### src/rtl/ssp_tx_fifo_param.sv
// SSP transmit FIFO: buffers APB writes and hands words to the SSP shifter on SENT.
// Latency: TxDATA is registered and updates one PCLK edge after a SENT that pops a word.
// Backpressure: writes while full are dropped (SSPTXINTR high); SENT while empty is ignored.
// Optional: define SSP_TXFIFO_OVERRUN_EN to build the sticky OVERRUN flag (cleared by OVR_CLR).
module ssp_tx_fifo_param #(
  parameter int DATA_W    = 8,
  parameter int DEPTH     = 8,
  parameter int AF_THRESH = 6,
  localparam int AW       = $clog2(DEPTH),
  localparam int LW       = AW + 1
) (
  input  logic              PCLK,
  input  logic              CLEAR_B,
  input  logic              PSEL,
  input  logic              PWRITE,
  input  logic [DATA_W-1:0] PWDATA,
  input  logic              SENT,
  input  logic              OVR_CLR,
  output logic [DATA_W-1:0] TxDATA,
  output logic              VALID,
  output logic              SSPTXINTR,
  output logic              ALMOST_FULL,
  output logic [LW-1:0]     LEVEL,
  output logic              OVERRUN
);

  logic [DATA_W-1:0] mem_q [DEPTH];
  logic [AW-1:0]     wp_q, wp_d;
  logic [AW-1:0]     rp_q, rp_d;
  logic [LW-1:0]     level_q, level_d;
  logic [DATA_W-1:0] tx_q, tx_d;
  logic              wr_req, full, not_empty, wre, rde;

  assign wr_req    = PSEL & PWRITE;
  assign full      = (level_q == LW'(DEPTH));
  assign not_empty = (level_q != '0);
  // Enables use the pre-edge full/empty state, so a full FIFO drops a
  // same-cycle write and an empty FIFO ignores a same-cycle SENT.
  assign wre       = wr_req & ~full;
  assign rde       = SENT & not_empty;

  assign TxDATA      = tx_q;
  assign VALID       = not_empty;
  assign SSPTXINTR   = full;
  assign ALMOST_FULL = (level_q >= LW'(AF_THRESH));
  assign LEVEL       = level_q;

  // Next-state for pointers, occupancy and output word; pointers wrap by natural overflow.
  always_comb begin
    wp_d    = wp_q;
    rp_d    = rp_q;
    level_d = level_q;
    tx_d    = tx_q;
    if (wre) wp_d = wp_q + AW'(1);
    if (rde) begin
      rp_d = rp_q + AW'(1);
      tx_d = mem_q[rp_q];
    end
    case ({wre, rde})
      2'b10:   level_d = level_q + LW'(1);
      2'b01:   level_d = level_q - LW'(1);
      default: level_d = level_q;
    endcase
  end

  // Control state register; storage array is deliberately left out of reset.
  always_ff @(posedge PCLK or negedge CLEAR_B) begin
    if (!CLEAR_B) begin
      wp_q    <= '0;
      rp_q    <= '0;
      level_q <= '0;
      tx_q    <= '0;
    end else begin
      wp_q    <= wp_d;
      rp_q    <= rp_d;
      level_q <= level_d;
      tx_q    <= tx_d;
    end
  end

  // Storage write port.
  always_ff @(posedge PCLK) begin
    if (wre) mem_q[wp_q] <= PWDATA;
  end

`ifdef SSP_TXFIFO_OVERRUN_EN
  logic ovr_q, ovr_d;

  // Sticky overrun: a write attempt while full sets it and takes priority over OVR_CLR.
  always_comb begin
    ovr_d = ovr_q;
    if (wr_req & full)  ovr_d = 1'b1;
    else if (OVR_CLR)   ovr_d = 1'b0;
  end

  // Overrun flag register.
  always_ff @(posedge PCLK or negedge CLEAR_B) begin
    if (!CLEAR_B) ovr_q <= 1'b0;
    else          ovr_q <= ovr_d;
  end

  assign OVERRUN = ovr_q;
`else
  logic ovr_clr_unused;
  assign ovr_clr_unused = OVR_CLR;
  assign OVERRUN        = 1'b0;
`endif

endmodule
### config.mk
export PLATFORM = sky130hd
export DESIGN_NAME = ssp_tx_fifo_param
export DESIGN_NICKNAME = d
export VERILOG_FILES = /design/src/rtl/ssp_tx_fifo_param.sv
export SDC_FILE = /design/constraint.sdc
export NUM_CORES = 1
export LEC_CHECK = 0
export ABC_AREA = 1
export BUFFER_PORTS_ARGS = -buffer_cell sky130_fd_sc_hd__buf_2
export CAP_MARGIN = 40
export CORE_MARGIN = 2
export CORE_UTILIZATION = 44
export DETAILED_ROUTE_END_ITERATION = 10
export PLACE_DENSITY = 0.58
export SLEW_MARGIN = 20
export SYNTH_ARGS = -nofsm -noshare
export SYNTH_HDL_FRONTEND = slang
export SYNTH_SLANG_ARGS = --single-unit
### constraint.sdc
create_clock -name PCLK -period 4.71 [get_ports PCLK]
set_clock_uncertainty 0.15 [all_clocks]
set_input_delay 0.471 -clock PCLK [delete_from_list [all_inputs] [get_ports PCLK]]
set_output_delay 0.471 -clock PCLK [all_outputs]
set_load 0.01 [all_outputs]
Word level (Yosys, flattened, before mapping)
Memory sizes are Yosys's and may differ from the RTL's. A register that Yosys moved wholly into a read port is not among the register bits.
Index checks and enable logic that the tools add are counted.
Cells by class
  mux-type cells: 3
  $add $sub $neg: 4
  order comparisons: 1
  bitwise operators: 4
  reduce and logical (&&, ||, !) cells: 3
  equal/unequal tests: 3
Operators by type and width (number)
  one-hot mux 4 bit (2 select lines): 1
  adder 3 x 1 -> 3 bit (second input constant): 2
  adder 4 x 1 -> 4 bit (second input constant): 1
  == test 4 bit (second input constant): 1
  greater-or-equal comparator 4 x 3 -> 1 bit (second input constant): 1
  nonzero test 4 bit: 1
  subtractor 4 x 1 -> 4 bit (second input constant): 1
  AND 1 bit: 3
  == test 2 x 1 -> 1 bit (second input constant): 1
  == test 2 bit (second input constant): 1
  2-to-1 mux 1 bit: 2
  nonzero test 2 bit: 1
  zero test 1 bit: 1
  NOT 1 bit: 1
Storage, ports and cells
  bits in writable memories: 64
  memories kept: 1
  output and inout port bits: 16
  logic and storage cells: 22
  bits of input ports: 14
  register bits after elaboration: 10
Memories
  mem_q: words 8, width 8, rd ports 1, clocked after memory_dff 1, wr ports 1, RTL line 27  | logic [DATA_W-1:0] mem_q [DEPTH];

Depth between registers and ports, before layout
Gate-level depths: netlist of run 1.
  depth after elaboration: 5
  gate-level depth with buffers: 14
  depth with buffers taken out: 13

Worst setup path before layout of run 1
OpenSTA, ideal clock, no wires.
  path kind: register to register
  start: register level_q[1], in the netlist LEVEL[1]
  end: register level_q[3], in the netlist LEVEL[3]
  arrival time: 1.951 ns
  data required time: 4.444 ns
  period minus slack after synthesis: 2.218 ns
  buffers on the path: 1
  setup slack: 2.492 ns
  cell stages (with the launch flop): 13
  setup time: 0.116 ns
  path through: dfrtp_1 nor2_4 nand3_4 nand2_8 inv_8 buf_12 ha_1 ha_1 or2_1 nand3_1 nand2_1 nand2_1 nand2_1
Between the ends
  elaborated cells between the ends (all ways): 11
  classes of those cells: 2 x add/sub; 3 x eq/ne; 1 x mux; 3 x bitwise; 2 x reduce/logical
RTL lines
  start: declaration: RTL line 30  | logic [LW-1:0] level_q, level_d;
  start signal: assignment: RTL line 76  | level_q <= level_d;
  nonzero test 4 bit (*): RTL line 36  | assign not_empty = (level_q != '0);
  named net VALID: RTL line 20  | output logic VALID,
  AND 1 bit (*): RTL line 40  | assign rde = SENT & not_empty;
  named net rde: RTL line 32  | logic wr_req, full, not_empty, wre, rde;
  == test 2 x 1 -> 1 bit or == test 2 bit (tied branches): RTL line 59  | case ({wre, rde})
  one-hot mux 4 bit (2 select lines) or nonzero test 2 bit (tied branches)
The timed path passes the listed nets; every way through them passes the cells marked *.
A chain may end at the register's enable or synchronous reset.

Final worst setup path of run 1
  start: register level_q[1], in the netlist LEVEL[1]
  end: register level_q[3], in the netlist LEVEL[3]
Between the ends
  word-level cells in the longest chain between the ends: 5
  elaborated cells between the ends (all ways): 11
  classes of those cells: 2 x add/sub; 3 x eq/ne; 1 x mux; 3 x bitwise; 2 x reduce/logical
Ends and longest elaborated chain
  == test 4 bit: RTL line 35  | assign full = (level_q == LW'(DEPTH));
  NOT 1 bit: RTL line 39  | assign wre = wr_req & ~full;
  AND 1 bit: RTL line 39
  == test 2 x 1 -> 1 bit or == test 2 bit (tied branches): RTL line 59
  one-hot mux 4 bit (2 select lines) or nonzero test 2 bit (tied branches)
Several ways; a longest one is shown, not always the timed one.

==> results of run 1 <==
==> final cells by class <==
class,count,area (sq um),area share
clock buffer,11,153,0.0360
clock inverter,5,52.6,0.0124
inverter,62,246,0.0581
multi-input combinational,202,1070,0.253
sequential,82,2370,0.559
tap,105,131,0.0310
timing repair buffer,37,213,0.0501
==> layer usage <==
layer	global-route usage	vias up	wire (microns)
met5	0	-	0
met1	0.233	1119	3420
met4	0.0607	0	172
li1	-	1220	-
met2	0.279	55	3570
met3	0.0412	15	273
==> cells in the mapped netlist (all sizes together) <==
cell type	n	share of area
inv	61	0.064
o21ai	5	0.0066
nor2	3	0.0050
buf	14	0.030
or2	1	0.0017
fa	1	0.0053
clkinv	1	0.0013
dfrtp	18	0.12
edfxtp	64	0.51
conb	1	0.00099
nand3	54	0.091
nand2	118	0.13
nor3	8	0.011
ha	5	0.017
xor2	3	0.0069
xnor2	2	0.0046
a21oi	1	0.0023
==> flip-flops by register name, summed over array words and instances (netlist names) <==
register,count
LEVEL,4
rp_q,3
mem_q,64
wp_q,3
TxDATA,8
==> timing repair <==
action,4_1_cts,5_1_grt
setup endpoints to repair,0,0
endpoints found under the hold margin,18,0
hold buffers,1,0
==> worst max-delay path, stage by stage, from the launching register on <==
cell and delay [ns]:
dfrtp_1 0.46, nor2_4 0.17, nand3_4 0.11, nand2_8 0.12, inv_8 0.08, ha_1 0.23
ha_1 0.31, or2_1 0.23, nand2_1 0.07, nand3_1 0.07, nand2_1 0.06, nand2_1 0.04
nand2_1 0.05
==> worst max-delay path by stage <==
stage	to	slack (ns)
after floorplan	LEVEL[3]$_DFFE_PN0P_	2.49
after global placement	LEVEL[3]$_DFFE_PN0P_	2.51
after detailed placement	LEVEL[2]$_DFFE_PN0P_	2.53
after CTS	LEVEL[2]$_DFFE_PN0P_	2.50
after global routing	LEVEL[3]$_DFFE_PN0P_	2.29
final	LEVEL[3]$_DFFE_PN0P_	2.50
==> logic make-up (layout without fill, tap and decap cells) <==
kind of cell               Yosys count  after routing  share of synthesized area
other                                1              1                   0.000990
buffers and inverters               76            115                     0.0952
and+or+nand+nor                    184            184                      0.235
adders and majority gates            6              6                     0.0218
xor gates and xnor gates             5              5                     0.0116
AOI/OAI and AO/OA                    6              6                    0.00892
DFF                                 82             82                      0.627
==> power groups by stage <==
| stage | clock network [uW] | registers, uW | logic, uW |
|---|---|---|---|
| finish | 516 | 1020 | 866 |
| global route | 561 | 1040 | 995 |
| detailed placement | 0 | 1040 | 876 |
| CTS | 528 | 1020 | 880 |
| floorplan | 0 | 1010 | 682 |
| global placement | 0 | 1030 | 859 |
==> through the flow <==
stage          instances  area, sq um
3_5_place_dp         486         4020
2_1_floorplan        360         3790
4_1_cts              503         4230
5_1_grt              504         4240
3_3_place_gp         483         4000
6_report             504         4240
==> metrics.txt, run 1 <==
status finished, final reports clean; hold slack final 0.246 ns; leakage 0.00191 uW; Unique masters post-synth 30; number of port buffers 27; Core Util, Final 0.511; Max-Slew Margin vs Limit 0.448; DP Worst Slack 2.53 ns; CTS Sinks 82; Slew @ Worst Pin 0.828 ns; root buf cell clkbuf_8; Initial DRC Count 111; end of the worst hold path mem_q[6][4]$_DFFE_PP_; Seq pwr share 0.425; Sw Ratio 0.383; Post-CTS Setup Inserts 0; TritonCTS Buffers 9; Hold Crit Start PWDATA[4]; number of fill cells 739; fin crit period 2.21 ns; site row count 33; drt via density 4.78; Crit Path Class flip-flop to flip-flop; vias post-DR 2409; Die Y 96.8 microns; CTS-repair resized insts 0; gr ovfl total 0; P_int 1480 uW; leading cell type in the layout, fill and taps excluded nand2_1; die width 96.8 microns; IO Count 30; layout cells sized above 1 0.211; Critical Path AT 2.34 ns; Netlist Area Pre-Place 3790 sq um; area grow syn2layout 12.0%; reg-to-reg slack, setup 2.50 ns; H-Tree Depth 3; CP Launch Type flip-flop; Clock Path Buffers 2; Mapped Nets 380; RSZ-0062 raised after global routing false; wire per inst 14.8 microns; first-pass GRT wire length 12.5 mm; total chip power 2400 uW; Reg-to-Reg Start LEVEL[1]$_DFFE_PN0P_; fmax 0.454 GHz; Post-Syn Instances 360; maximum VDD drop 0.337 mV; die area 9360 sq um; DR DRC count 0; Nets 414; Clk Latency, worst-skew pair 0.35 ns; initial core utilization 0.456; Worst Path Required 4.85 ns; RR Endpoint LEVEL[3]$_DFFE_PN0P_; Pre-Repair DR Iteration Count 4; Post-DP HPWL 4.63 mm; initial antenna violation count 0; final setup fails 0; Syn. warnings 0; sequential area share after synthesis 0.627; final setup margin 2.50 ns; Gate power share 0.360; NetSw 921 uW; MaxCap Viol Count 0; CTS tree yes; max-slew violation count 0; worst-path maximum fanout 13; clk slew on worst S/H paths 0.08 ns; Hold Path Depth 1; number of global-route vias before repair 2396; #FFs+latches synth 82; fraction of the cycle the final worst path needs 0.468; DRT antenna net count 0; Crit. End Element flip-flop; FF-to-FF path depth 12; largest net degree at the start of global routing 35; clock network fraction of design power 0.215; most frequent cells in the layout nand2_1, edfxtp_1, inv_1; Final Hold Fails 0; Core ar. 8300 sq um; Worst Setup SP LEVEL[1]$_DFFE_PN0P_; diode count 0; Final Wtd Congestion 0.788; Post-Syn Area per Cell 10.5 sq um; Total Routing Usage GR 0.174; setup tns final 0 ns; Total Wirelength 7.44 mm; worst min path class input port to flip-flop; pwr/cell area 566 nW/um^2
(Power assumes the default switching activity.)
==> inputs of run 2 (changes only) <==
--- a/config.mk
+++ b/config.mk
@@ -5,13 +5,13 @@
 export SDC_FILE = /design/constraint.sdc
 export NUM_CORES = 1
 export LEC_CHECK = 0
-export ABC_AREA = 1
+export ABC_AREA = 0
 export BUFFER_PORTS_ARGS = -buffer_cell sky130_fd_sc_hd__buf_2
 export CAP_MARGIN = 40
 export CORE_MARGIN = 2
 export CORE_UTILIZATION = 44
 export DETAILED_ROUTE_END_ITERATION = 10
-export PLACE_DENSITY = 0.58
+export PLACE_DENSITY = 0.6
 export SLEW_MARGIN = 20
 export SYNTH_ARGS = -nofsm -noshare
 export SYNTH_HDL_FRONTEND = slang
==> constraint.sdc (replaced) <==
create_clock -name PCLK -period 1.8 [get_ports PCLK]
set_clock_uncertainty 0.15 [all_clocks]
set_input_delay 0.18 -clock PCLK [delete_from_list [all_inputs] [get_ports PCLK]]
set_output_delay 0.18 -clock PCLK [all_outputs]
set_load 0.01 [all_outputs]
==> metrics.txt, run 2 <==
initial antenna violation count 0; sequential area share after synthesis 0.700; RSZ-0062 raised after global routing true; DRT antenna net count 0; largest reg by FF count mem_q; die area 8420 sq um; Pre-Repair DR Iteration Count 4; max reg flops 64; Initial DRC Count 56; Reg-to-Reg Start LEVEL[2]$_DFFE_PN0P_; setup tns final -1.54 ns; die width 91.8 microns; DP Worst Slack -0.505 ns; pwr/cell area 1520 nW/um^2; Total Wirelength 6.17 mm; Post-synth top cells edfxtp_1, dfrtp_1, mux2_2, mux2i_1, nand2_1; worst min path class input port to async pin; site row count 32; vias post-DR 1959; fraction of the cycle the final worst path needs 1.30; leakage 0.00166 uW; Clock Path Buffers 2; fmax 0.428 GHz; largest net degree at the start of global routing 31; worst-path maximum fanout 4; Final Wtd Congestion 0.770; DR DRC count 0; Die Y 91.8 microns; leading cell type in the layout, fill and taps excluded edfxtp_1; IO Count 30; Crit Path Class flip-flop to flip-flop; Async S/R FF share, synth 0.220; maximum VDD drop 0.437 mV; #FFs+latches synth 82; Final Hold Fails 0; Mapped Nets 237; CTS tree yes; Post-DP HPWL 4.02 mm; Syn. warnings 0; clk slew on worst S/H paths 0.09 ns; Critical Path AT 2.42 ns; reg-to-reg slack, setup -0.54 ns; total chip power 6750 uW; Crit. End Element flip-flop; initial core utilization 0.446; gr ovfl total 0; Unique masters post-synth 35; max-slew violation count 0; final setup margin -0.536 ns; Crit-path slowest cell or4_4; Nets 307; CP peak stage delay 0.55 ns; fin crit period 2.34 ns; final setup fails 30; root buf cell clkbuf_8; top-count cell post-synth edfxtp_1; diode count 0; Post-synth EDFFs 64; Netlist Area Pre-Place 3390 sq um; status finished, violations left; wire per inst 15.7 microns; CP Launch Type flip-flop; Worst Path Required 1.88 ns; Core ar. 7610 sq um; Slew @ Worst Pin 0.679 ns; H-Tree Depth 3; area grow syn2layout 30.6%; TritonCTS Buffers 9; final cell count without fillers 394; cell taking the most area after synthesis edfxtp_1; number of global-route vias before repair 1962; FF-to-FF path depth 9; Main synth FF type edfxtp_1; drt via density 4.97; Inst Count DP 361; top cells by area, synth edfxtp_1, dfrtp_1, mux2_2; layout cells sized above 1 0.414; number of fill cells 592; Total Routing Usage GR 0.160; number of port buffers 27; Cell Chain, Critical Path or4_4 > nand2_4 > inv_4 > ha_4 > ha_4 > inv_4 > nor4_4 > nand4b_1 > o311ai_1; RR Endpoint LEVEL[3]$_DFFE_PN0P_; Clk Latency, worst-skew pair 0.35 ns; Post-Syn Area per Cell 15.6 sq um; most frequent cells in the layout edfxtp_1, buf_2, mux2i_1; Post-Syn Instances 217; hold slack final 0.131 ns; Max-Slew Margin vs Limit 0.546; MaxCap Viol Count 0; first-pass GRT wire length 9.96 mm; failing checks negative setup slack; CTS Sinks 82; area share of the largest cell type after synthesis 0.567
[run 2: changes by cell type in the layout (fill, tap and decap cells not counted), sizes merged, moves of 4 or more]
cell / before / now
nand2: 118 / 17
nand3: 54 / 0
inv: 61 / 10
buf: 36 / 59
mux2: 0 / 18
mux2i: 0 / 17
a221o: 0 / 8
dlygate4sd3: 1 / 9
o22ai: 0 / 8
o21ai: 5 / 11
nand2b: 0 / 5
nor2: 3 / 7
nor3: 8 / 4
[run 2: cell families (layout without fill, tap and decap cells)]
kind of cell               count (synthesis)  in the layout  share of synthesized area
buffers and inverters                     16             91                     0.0266
other                                      1              1                    0.00111
AOI/OAI and AO/OA                         31             31                     0.0624
and+or+nand+nor                           40             40                     0.0594
adders and majority gates                  6              6                     0.0244
muxes                                     35             35                      0.111
xor gates and xnor gates                   6              6                     0.0155
DFF                                       82             82                      0.700
[run 2: critical path, delay by kind of cell, from the launching register on]
family	cells	cell delay, ns
buf+inv	2	0.08
simple gates	4	1.03
compound gates	1	0.09
fa+ha+maj	2	0.45
flops	1	0.41
[run 2: per-stage QoR]
stage | cell area, sq um | utilization
after floorplan | 3470 | -
after CTS | 4370 | 0.575
after global placement | 3920 | 0.515
after global routing | 4430 | 0.582
after detailed placement | 3920 | 0.515
final | 4430 | 0.582
[run 2: cell type report]
class	count	area, sq um	area share
sequential	82	2370	0.536
multi-input combinational	119	1120	0.254
timing repair buffer	68	561	0.127
tap	102	128	0.0288
clock buffer	9	124	0.0280
clock inverter	7	85.1	0.0192
inverter	7	31.3	0.00707
[run 2: worst max-delay path by stage]
stage                         startpoint                    to  slack, ns  cells after the start
global route        LEVEL[2]$_DFFE_PN0P_  LEVEL[3]$_DFFE_PN0P_      -0.60                      9
global placement    LEVEL[2]$_DFFE_PN0P_  LEVEL[3]$_DFFE_PN0P_      -0.48                      8
detailed placement  LEVEL[2]$_DFFE_PN0P_  LEVEL[3]$_DFFE_PN0P_      -0.51                      8
floorplan           LEVEL[2]$_DFFE_PN0P_  LEVEL[3]$_DFFE_PN0P_      -0.60                      9
CTS                 LEVEL[0]$_DFFE_PN0P_  LEVEL[3]$_DFFE_PN0P_      -0.50                      8
finish              LEVEL[2]$_DFFE_PN0P_  LEVEL[3]$_DFFE_PN0P_      -0.54                      9
[run 2: layer usage]
metal	part of all wire	track usage	routed length, microns	vias up
li1	-	-	-	959
met1	0.48	0.215	2980	952
met2	0.47	0.244	2880	42
met3	0.036	0.0411	225	6
met4	0.014	0.0759	87	0
met5	0	0	0	-
[run 2: what timing repair did]
item / in CTS / in global routing
buffers inserted: 10 / 6
setup endpoints to repair: 69 / 74
gates cloned: 0 / 0
hold buffers: 9 / 0
resized for setup: 28 / 13
pin swaps: 12 / 11
hold endpoints to repair: 82 / 0
[run 2: report_power, final]
part	total, uW	switching, uW	internal, uW
Combinational	2800	1390	1410
Sequential	2570	196	2380
Clock	1370	707	666
Total	6750	2300	4450
==> inputs of run 3 (changes only) <==
--- a/config.mk
+++ b/config.mk
@@ -12,6 +12,7 @@
 export CORE_UTILIZATION = 44
 export DETAILED_ROUTE_END_ITERATION = 10
 export PLACE_DENSITY = 0.6
+export SETUP_SLACK_MARGIN = 0.02
 export SLEW_MARGIN = 20
 export SYNTH_ARGS = -nofsm -noshare
 export SYNTH_HDL_FRONTEND = slang
==> metrics.txt, run 3 (synthesis gave the netlist of run 2 again) <==
status finished, violations left; failing checks negative setup slack; fraction of the cycle the final worst path needs 1.30; largest net degree at the start of global routing 31; H-Tree Depth 3; Worst Path Required 1.89 ns; Crit Path Class flip-flop to flip-flop; CTS tree yes; pwr/cell area 1520 nW/um^2; site row count 32; DR DRC count 0; max-slew violation count 0; first-pass GRT wire length 10.1 mm; fin crit period 2.33 ns; worst min path class input port to async pin; Slew @ Worst Pin 0.685 ns; Final Hold Fails 0; largest reg by FF count mem_q; number of global-route vias before repair 1963; DRT antenna net count 0; Placed Area 3920 sq um; die area 8420 sq um; wire per inst 15.4 microns; area grow syn2layout 31.1%; TritonCTS Buffers 9; fmax 0.429 GHz; max reg flops 64; Gate power share 0.414; gr ovfl total 0; root buf cell clkbuf_8; Crit. End Element flip-flop; IO Count 30; Post-DP HPWL 4.02 mm; Critical Path AT 2.42 ns; leading cell type in the layout, fill and taps excluded edfxtp_1; drt via density 4.93; MaxCap Viol Count 0; CTS Sinks 82; Initial DRC Count 55; setup tns final -1.58 ns; vias post-DR 1942; Core ar. 7610 sq um; Nets 307; Total Routing Usage GR 0.161; die width 91.8 microns; final setup margin -0.532 ns; Finished Cell Area 4440 sq um; leakage 0.00166 uW; Sw Ratio 0.340; initial antenna violation count 0; Inst Count DP 361; NetSw 2290 uW; P_int 4460 uW; Clk Latency, worst-skew pair 0.35 ns; Die Y 91.8 microns; final cell count without fillers 394; Total Wirelength 6.08 mm; CP Launch Type flip-flop; most frequent cells in the layout edfxtp_1, buf_2, mux2i_1; Pre-Repair DR Iteration Count 4; total chip power 6750 uW; maximum VDD drop 0.435 mV; number of port buffers 27; clock network fraction of design power 0.204; final setup fails 31; layout cells sized above 1 0.414; diode count 0; Seq pwr share 0.382; Final Wtd Congestion 0.770; Clock Path Buffers 2; initial core utilization 0.446; Max-Slew Margin vs Limit 0.542; clk slew on worst S/H paths 0.09 ns; worst-path maximum fanout 4; RSZ-0062 raised after global routing true
==> run 3: critical path, cell delays in order, from the launching register on <==
cell,delay (ns)
dfrtp_2,0.41
or4_4,0.55
nand2_4,0.09
inv_4,0.04
ha_4,0.17
ha_4,0.28
inv_4,0.04
nor4_4,0.25
nand4b_1,0.14
o311ai_1,0.09
==> run 3: layout make-up <==
type                       count  area (sq um)
multi-input combinational    119          1120
fill                         593          3160
clock inverter                 7          85.1
timing repair buffer          68           578
clock buffer                   9           124
sequential                    82          2370
tap                          102           128
inverter                       7          31.3
==> run 3: metal layers <==
layer / global-route usage / share of wire / vias to the layer above
met5: 0 / 0 / -
met4: 0.0746 / 0.016 / 0
met3: 0.0403 / 0.040 / 8
met2: 0.249 / 0.47 / 47
met1: 0.217 / 0.48 / 927
li1: - / - / 960
==> run 3: per-stage QoR <==
stage               worst slack, ns  utilization  hold WS, ns
floorplan                    -0.602            -       -0.266
global placement             -0.481        0.515      -0.0116
detailed placement           -0.505        0.515     -0.00274
CTS                          -0.498        0.576        0.131
global route                 -0.596        0.584        0.162
finish                       -0.532        0.584        0.131
==> run 3: final timing paths <==
check	startpoint	to	slack [ns]	depth (start not counted)
max	LEVEL[2]$_DFFE_PN0P_	LEVEL[3]$_DFFE_PN0P_	-0.53	9
min in group PCLK	SENT	TxDATA[4]$_DFFE_PN0P_	0.17	5
max in group asynchronous	CLEAR_B	LEVEL[0]$_DFFE_PN0P_	1.05	2
min	CLEAR_B	LEVEL[1]$_DFFE_PN0P_	0.13	2
max reg2reg	LEVEL[2]$_DFFE_PN0P_	LEVEL[3]$_DFFE_PN0P_	-0.53	9
min reg2reg	TxDATA[1]$_DFFE_PN0P_	TxDATA[1]$_DFFE_PN0P_	0.33	2
==> run 3: repair_timing <==
action / CTS / global route
pin swaps: 14 / 11
gates resized for setup: 29 / 11
setup endpoints to repair: 69 / 76
setup buffers: 12 / 5
hold buffers: 9 / 0
endpoints found under the hold margin: 82 / 0
==> run 3: power groups by stage <==
stage          combinational (uW)  sequential (uW)  clock, uW
2_1_floorplan                1480             2710          0
3_3_place_gp                 2370             2580          0
3_5_place_dp                 2400             2590          0
4_1_cts                      2660             2570       1410
5_1_grt                      3070             2620       1480
6_report                     2800             2570       1380
